[src/rtl/uart_pkg.sv]
// Shared UART transmit definitions: frame constants, line level and FSM states.
package uart_pkg;

  localparam int unsigned DATA_BITS             = 8;
  localparam int unsigned DEFAULT_TICKS_PER_BIT = 16;
  localparam logic        LINE_IDLE             = 1'b1;

  typedef enum logic [1:0] {
    StIdle,
    StStart,
    StData,
    StStop
  } tx_state_e;

endpackage

[src/rtl/uart_tx_fifo.sv]
// Synchronous FIFO with extra-MSB pointers; a push into a full FIFO is refused
// even when a pop happens in the same cycle.
module uart_tx_fifo #(
  parameter int unsigned Width = 8,
  parameter int unsigned Depth = 4
) (
  input  logic             clk,
  input  logic             rst,
  input  logic             push,
  input  logic [Width-1:0] wdata,
  input  logic             pop,
  output logic [Width-1:0] rdata,
  output logic             full,
  output logic             empty
);

  localparam int unsigned Aw = $clog2(Depth);

  logic [Aw:0]      wr_ptr_q, rd_ptr_q;
  logic [Width-1:0] mem_q [Depth];
  logic             do_push, do_pop;

  // Same index with differing wrap bit means the write pointer lapped the read pointer.
  assign full    = (wr_ptr_q[Aw] != rd_ptr_q[Aw]) && (wr_ptr_q[Aw-1:0] == rd_ptr_q[Aw-1:0]);
  assign empty   = (wr_ptr_q == rd_ptr_q);
  assign do_push = push && !full;
  assign do_pop  = pop && !empty;
  assign rdata   = mem_q[rd_ptr_q[Aw-1:0]];

  // Pointer update; reset empties the FIFO.
  always_ff @(posedge clk or posedge rst) begin
    if (rst) begin
      wr_ptr_q <= '0;
      rd_ptr_q <= '0;
    end else begin
      if (do_push) wr_ptr_q <= wr_ptr_q + (Aw+1)'(1);
      if (do_pop)  rd_ptr_q <= rd_ptr_q + (Aw+1)'(1);
    end
  end

  // Storage write; contents need no reset since the pointers gate visibility.
  always_ff @(posedge clk) begin
    if (do_push) mem_q[wr_ptr_q[Aw-1:0]] <= wdata;
  end

endmodule

[src/rtl/uart_tx.sv]
// Buffered 8N1 UART transmitter: bytes queue in a small FIFO and are shifted out
// LSB first, each bit lasting TICKS_PER_BIT asserted ticks.
module uart_tx
  import uart_pkg::*;
#(
  parameter int unsigned TICKS_PER_BIT = DEFAULT_TICKS_PER_BIT,
  parameter int unsigned FIFO_DEPTH    = 4
) (
  input  logic                 clk,
  input  logic                 rst,
  input  logic                 tick,
  input  logic [DATA_BITS-1:0] data_in,
  input  logic                 send,
  output logic                 ready,
  output logic                 bit_out,
  output logic                 busy,
  output logic                 sent
);

  localparam int unsigned Cw = $clog2(TICKS_PER_BIT);
  localparam int unsigned Iw = $clog2(DATA_BITS);

  tx_state_e            state_q;
  logic [Cw-1:0]        tick_cnt_q;
  logic [Iw-1:0]        bit_idx_q;
  logic [DATA_BITS-1:0] shreg_q;
  logic [DATA_BITS-1:0] fifo_rdata;
  logic                 fifo_full, fifo_empty, fifo_pop;
  logic                 bit_end;

  uart_tx_fifo #(
    .Width (DATA_BITS),
    .Depth (FIFO_DEPTH)
  ) u_fifo (
    .clk   (clk),
    .rst   (rst),
    .push  (send),
    .wdata (data_in),
    .pop   (fifo_pop),
    .rdata (fifo_rdata),
    .full  (fifo_full),
    .empty (fifo_empty)
  );

  // The tick that closes the current bit time.
  assign bit_end  = tick && (tick_cnt_q == Cw'(TICKS_PER_BIT - 1));
  // Pop from idle, or straight out of a finishing stop bit so frames run back to back.
  assign fifo_pop = !fifo_empty && ((state_q == StIdle) || ((state_q == StStop) && bit_end));
  assign ready    = !fifo_full;

  // Frame sequencer with registered line, busy and sent outputs.
  always_ff @(posedge clk or posedge rst) begin
    if (rst) begin
      state_q    <= StIdle;
      tick_cnt_q <= '0;
      bit_idx_q  <= '0;
      shreg_q    <= '0;
      bit_out    <= LINE_IDLE;
      busy       <= 1'b0;
      sent       <= 1'b0;
    end else begin
      sent <= 1'b0;
      if ((state_q != StIdle) && tick) begin
        tick_cnt_q <= bit_end ? '0 : tick_cnt_q + Cw'(1);
      end
      unique case (state_q)
        StIdle: begin
          if (fifo_pop) begin
            shreg_q    <= fifo_rdata;
            tick_cnt_q <= '0;
            bit_out    <= 1'b0;
            busy       <= 1'b1;
            state_q    <= StStart;
          end
        end
        StStart: begin
          if (bit_end) begin
            bit_idx_q <= '0;
            bit_out   <= shreg_q[0];
            state_q   <= StData;
          end
        end
        StData: begin
          if (bit_end) begin
            bit_idx_q <= bit_idx_q + Iw'(1);
            if (bit_idx_q == Iw'(DATA_BITS - 1)) begin
              bit_out <= LINE_IDLE;
              state_q <= StStop;
            end else begin
              bit_out <= shreg_q[1];
              shreg_q <= shreg_q >> 1;
            end
          end
        end
        StStop: begin
          if (bit_end) begin
            sent <= 1'b1;
            if (fifo_pop) begin
              shreg_q <= fifo_rdata;
              bit_out <= 1'b0;
              state_q <= StStart;
            end else begin
              busy    <= 1'b0;
              state_q <= StIdle;
            end
          end
        end
        default: state_q <= StIdle;
      endcase
    end
  end

endmodule

[config.mk]
export PLATFORM = sky130hd
export DESIGN_NAME = uart_tx
export DESIGN_NICKNAME = d
export VERILOG_FILES = /design/src/rtl/uart_pkg.sv /design/src/rtl/uart_tx_fifo.sv /design/src/rtl/uart_tx.sv
export SDC_FILE = /design/constraint.sdc
export NUM_CORES = 1
export LEC_CHECK = 0
export BUFFER_PORTS_ARGS = -buffer_cell sky130_fd_sc_hd__buf_4
export CAP_MARGIN = 20
export CORE_UTILIZATION = 60
export DETAILED_ROUTE_END_ITERATION = 8
export MAX_ROUTING_LAYER = met4
export PLACE_DENSITY = 0.81
export SKIP_LAST_GASP = 1
export SLEW_MARGIN = 25
export SYNTH_ARGS = -nofsm -noshare
export SYNTH_HDL_FRONTEND = slang
export SYNTH_SLANG_ARGS = --single-unit
[constraint.sdc]
create_clock -name clk -period 2.4 [get_ports clk]
set_clock_uncertainty 0.1 [all_clocks]
set_input_delay 0 -clock clk [delete_from_list [all_inputs] [get_ports clk]]
set_output_delay 0 -clock clk [all_outputs]
set_load 0.05 [all_outputs]
Word level (Yosys, flattened, before mapping)
Memory sizes are Yosys's and may differ from the RTL's.
Index checks and enable logic that the tools add are counted.
Widths: inputs -> output; s select.
Operators by class
  add/sub/neg operators: 4
  reduce and logical (&&, ||, !) cells: 20
  muxes and demuxes: 33
  equality and inequality tests: 15
Operator list (count)
  $mux 8: 4
  $pmux 8 s3: 1
  $mux 4: 4
  $mux 1: 13
  $ne 2x2->1 const B: 6
  $mux 2: 5
  $add 3x1->3 const B: 3
  $pmux 2 s4: 1
  $reduce_and 4->1: 2
  $logic_and 1x1->1: 7
  $mux 3: 2
  $pmux 3 s2: 1
  $reduce_and 3->1: 2
  $reduce_bool 2->1: 3
  $reduce_and 5->1: 1
  $add 4x1->4 const B: 1
  $eq 2x2->1 const B: 2
  $eq 4x4->1 const B: 1
  $pmux 1 s4: 1
  $eq 3x3->1: 1
  $eq 3x3->1 const B: 1
  $reduce_bool 3->1: 1
  $eq 2x1->1 const B: 1
  $eq 2x2->1: 1
  6 further kinds: 7
Storage, ports and cells
  register bits: 26
  memories: 1
  RAM bits: 32
  logic and storage cells: 82
  output and inout bits: 4
Memories
  u_fifo.mem_q: words 4, width 8, read ports 1, clocked after Yosys merged registers in 0, wr ports 1, line uart_tx_fifo.sv:20  | logic [Width-1:0] mem_q [Depth];

Logic depth before layout (Yosys ltp)
  depth in word-level cells: 8
  mapped depth: 7

Cells and area by module
Synthesis repeated with hierarchy kept, for this count alone.
Unflattened totals
  cells, all modules: 207
  area, all modules: 2872.8 µm²
By module, submodules not included
  uart_tx_fifo: times used 1, area an instance 1679.1 µm², seq. area each 1111.1 µm², cells each 91
  uart_tx: times used 1, area an instance 1193.6 µm², seq. area each 501.7 µm², cells each 116

Least setup slack after synthesis
Ideal clock, no wire load.
  path type: reg2reg
  start: reg state_q[0]
  end: reg shreg_q[0]
  arrival: 1.599 ns
  period minus slack after synthesis: 1.829 ns
  cell stages (with the launch flop): 7
  path slack: 0.571 ns
  path through: dfrtp_1 -> inv_1 -> ha_1 -> buf_2 -> clkbuf_1 -> mux2i_1 -> a31oi_1
Between the ends
  cells in the longest elaborated chain, start to end: 7
  elaborated cells on any way between the ends: 14
  classes of those cells: 5 x eq/ne; 3 x mux; 6 x reduce/logical
RTL lines
  start: declaration: line uart_tx.sv:23  | tx_state_e state_q;
  start signal: assignment: line uart_tx.sv:54  | state_q <= StIdle;
  start signal: assignment: line uart_tx.sv:73  | state_q <= StStart;
  start signal: assignment: line uart_tx.sv:80  | state_q <= StData;
  $eq 2x2->1: line uart_tx.sv:48, uart_tx.sv:66
  $logic_and 1x1->1: line uart_tx.sv:48  | assign fifo_pop = !fifo_empty && ((state_q == StIdle) || ((state_q == StStop) && bit_end));
  $logic_or 1x1->1: line uart_tx.sv:48
  $logic_and 1x1->1: line uart_tx.sv:48
  $mux 8 (2 in a row)
  $pmux 8 s3: line uart_tx.sv:66  | unique case (state_q)
  end signal: assignment: line uart_tx.sv:69  | shreg_q <= fifo_rdata;
  end signal: assignment: line uart_tx.sv:91  | shreg_q <= shreg_q >> 1;
  end signal: assignment: line uart_tx.sv:99  | shreg_q <= fifo_rdata;
  end: declaration: line uart_tx.sv:26  | logic [DATA_BITS-1:0] shreg_q;
Parallel ways exist; a longest one is shown, timed or not. The select of a mux whose other input is x is not followed.
A chain may end at the register's enable or synchronous reset.

Final worst setup path
  start: reg u_fifo.rd_ptr_q[1]
  end: mem u_fifo.mem_q[0][6] (enable)
Between the ends
  cells in the longest elaborated chain, start to end: 6
RTL lines
  start: declaration: line uart_tx_fifo.sv:19  | logic [Aw:0] wr_ptr_q, rd_ptr_q;
  start signal: assignment: line uart_tx_fifo.sv:37  | if (do_pop) rd_ptr_q <= rd_ptr_q + (Aw+1)'(1);
  $eq 2x2->1: line uart_tx_fifo.sv:24  | assign full = (wr_ptr_q[Aw] != rd_ptr_q[Aw]) && (wr_ptr_q[Aw-1:0] == rd_ptr_q[Aw-1:0]);
  $logic_and 1x1->1: line uart_tx_fifo.sv:24
  $logic_not 1->1: line uart_tx_fifo.sv:26  | assign do_push = push && !full;
  $logic_and 1x1->1: line uart_tx_fifo.sv:26
  $mux 1: line uart_tx_fifo.sv:43  | if (do_push) mem_q[wr_ptr_q[Aw-1:0]] <= wdata;
  $mux 1 (not written as such): line uart_tx_fifo.sv:43
  end: declaration: line uart_tx_fifo.sv:20
Every way passes these cells.

==> impl_results.md <==
* Outcome: complete, no violations
* Ant diodes at 0
* Multi-input gate area at 1120 sq um
* Core area at 4440 sq um
* P_leak at 1.27 nW
* Chip Width at 70.9 microns
* Hold WS at 0.172 ns
* Top FF cell, synth: edfxtp_1
* NumNets Final at 255
* DRC at 0
* Most common cell after layout, fill and taps aside: edfxtp_1
* DR pass1 iterations at 6
* Reg area at 1610 sq um
* Compound-cell area share of the yosys netlist at 12.4%
* Mapped Area at 2850 sq um
* Fill cells at 280
* Worst Setup End Kind: register
* Tightest Pin Transition at 0.615 ns
* CTS tree: built
* Synth Area in Adders at 5.27%
* Num CTS Buffers at 9
* F_max at 474 MHz
* Peak VDD IR at 0.851 mV
* Clock Pin Slew Worst Setup and Hold Paths at 0.08 ns
* Most frequent cells in the layout: edfxtp_1, dfrtp_1, buf_4, nand2_1, ha_1
* Post-Synth Simple-Gate Area at 7.08%
* Synth unique cells at 49
* Total GRT Usage at 24.9%
* Initial antenna violation count at 0
* Area grow syn2layout at 14.7%
* Crit-path slowest cell: dfrtp_1
* Largest net degree at the start of global routing at 27
* Die ar. at 5020 sq um
* Critical path fanouts, max at 11
* PostCTS Resize Cnt at 0
* Final period utilization at 87.9%
* Setup WS pre-CTS at 0.321 ns
* Worst skew pair latency at 0.35 ns
* Yosys warns at 0
* CP Launch Type: register
* Syn Area/Cell at 14.3 sq um
* # rows at 24
* Critical Path AT at 2.00 ns
* Die H at 70.9 microns
* #FFs+latches synth at 58
* CP bufs+invs at 0
* CP startpoint: u_fifo.rd_ptr_q[1]
* H-tree lvl count at 3
* Setup tns final at 0 ns
* Post-synth net total at 223
* Initial DRC count at 153
* Post-route worst setup slack at 0.291 ns
* Share of cells above drive strength 1 at 24.2%
* Clock sinks at 58
* Final Cell Area at 3260 sq um
* Grt ovf at 0
* Routed WL at 5.22 mm
* Final Max Tran Viols at 0
* Clk root buf: clkbuf_8
* Vias in the first global route at 1829
* DR vias at 1766
* Routability Congestion at 0.876
* Ys async rst share at 44.8%
* Pwr per Cell Area at 1370 nW/um^2
* Xor/xnor share of the synthesized area at 4.40%
* Routed length per instance at 18.1 microns
* Max clock buf depth at 2
* Port bufs at 15
* WP data required at 2.30 ns
* Tmin final at 2.11 ns
* Critical R2R Launch: u_fifo.rd_ptr_q[1]
* Starting Density at 64.0%
* Cells after Synth at 199
* Worst path top cell family by delay: flip-flops
* Via-to-Cell Ratio at 6.13
* Mux contribution to synthesized area at 10.3%
* Max incr delay on CP at 0.67 ns
* Post-Layout Cell Count at 288
* Worst-path cell chain: xnor2_4, a31oi_2, and2_1
* Setup violators final at 0
* Unrepaired setup endpoints after global routing: false
* Final HPWL DP at 3.51 mm
* WS Path Type: register to register
* Sequential-to-total area share from yosys stat at 56.7%
* Total Power at 4.48 mW
* Relative slew margins at 58.9%
* Post-CTS Setup Bufs at 0
* Largest family of logic cells by synthesized area: compound AO/OA/AOI/OAI gates
* Hold Fails Final Rpt at 0
* First-pass GRT wire length at 8.89 mm
* Post-DP Area at 2980 sq um
* DP Cell Count at 261
* I/O Pins at 16
* Final core occ at 73.5%
* Max Cap Viol at 0
* Routed Antenna Nets at 0
* Number of synthesized flops with an enable pin at 32
* Min-delay worst type: input port to async pin
cell type report:
cell class                      count  share of cell area (%)
Sequential cell                    58                    49.4
Multi-Input combinational cell    122                    34.4
Timing Repair Buffer               31                    7.97
Clock buffer                        9                    3.79
Tap cell                           52                    1.99
Clock inverter                      7                    1.42
Inverter                            9                    1.03
worst paths after layout:
path	cells past startpoint	to	slack, ns
setup / recovery	3	u_fifo.mem_q[0][6]	0.29
hold / removal	3	shreg_q[6]	0.17
setup reg to reg	3	u_fifo.mem_q[0][6]	0.29
hold reg to reg	1	bit_idx_q[0]	0.39
max in group asynchronous	3	u_fifo.wr_ptr_q[2]	1.65
min in group clk	2	u_fifo.mem_q[1][0]	0.30
cell usage after synthesis (3+ instances only):
cell / instances / area [sq um]
ha_1: 12 / 150
edfxtp_1: 32 / 961
buf_6: 4 / 45.0
xor2_1: 3 / 26.3
xnor2_1: 5 / 43.8
dfrtp_1: 25 / 626
a311oi_1: 7 / 61.3
o21ai_1: 3 / 15.0
nand3_1: 3 / 15.0
o22ai_1: 4 / 25.0
a21oi_1: 3 / 15.0
mux2i_1: 9 / 90.1
nand2_1: 12 / 45.0
nor2_1: 5 / 18.8
mux4_2: 8 / 180
and2_1: 5 / 31.3
a31oi_1: 8 / 50.1
inv_1: 9 / 33.8
nor3_1: 3 / 15.0
state kept, by name, indices dropped and copies added (netlist names):
name and cells:
bit_idx_q 3, bit_out 1, busy 1, sent 1, shreg_q 8, state_q 2, tick_cnt_q 4, u_fifo.mem_q 32
u_fifo.rd_ptr_q 3, u_fifo.wr_ptr_q 3
logic make-up (layout without fill, tap and decap cells):
family / count (synthesis) / after routing
AO/OA/AOI/OAI: 44 / 44
flip-flops: 58 / 58
buffers and inverters: 19 / 56
XOR/XNOR: 10 / 10
multiplexers: 19 / 19
AND/OR/NAND/NOR: 37 / 37
adder cells (fa/ha/maj): 12 / 12
repair_timing:
item,4_1_cts,5_1_grt
setup endpoints to repair,0,0
endpoints found under the hold margin,62,0
hold buffers,11,0
worst min-delay path: cells and delay by family:
family / cells / cell delay (ns)
buf+inv: 3 / 1.09
power breakdown:
part           total [mW]  internal, mW  switching, mW
sequential           1.64          1.38          0.260
combinational        2.06         0.908           1.15
clock               0.778         0.367          0.412
total                4.48          2.66           1.82
routing by layer:
layer / global-route usage [%] / routed length [microns] / vias up
met3: 4.84 / 217 / 15
met4: 13.8 / 142 / 0
met1: 30.8 / 2240 / 864
met2: 38.8 / 2620 / 56
met5: - / 0 / -
li1: - / - / 831
Note: power is estimated with default switching activity, not from simulation.
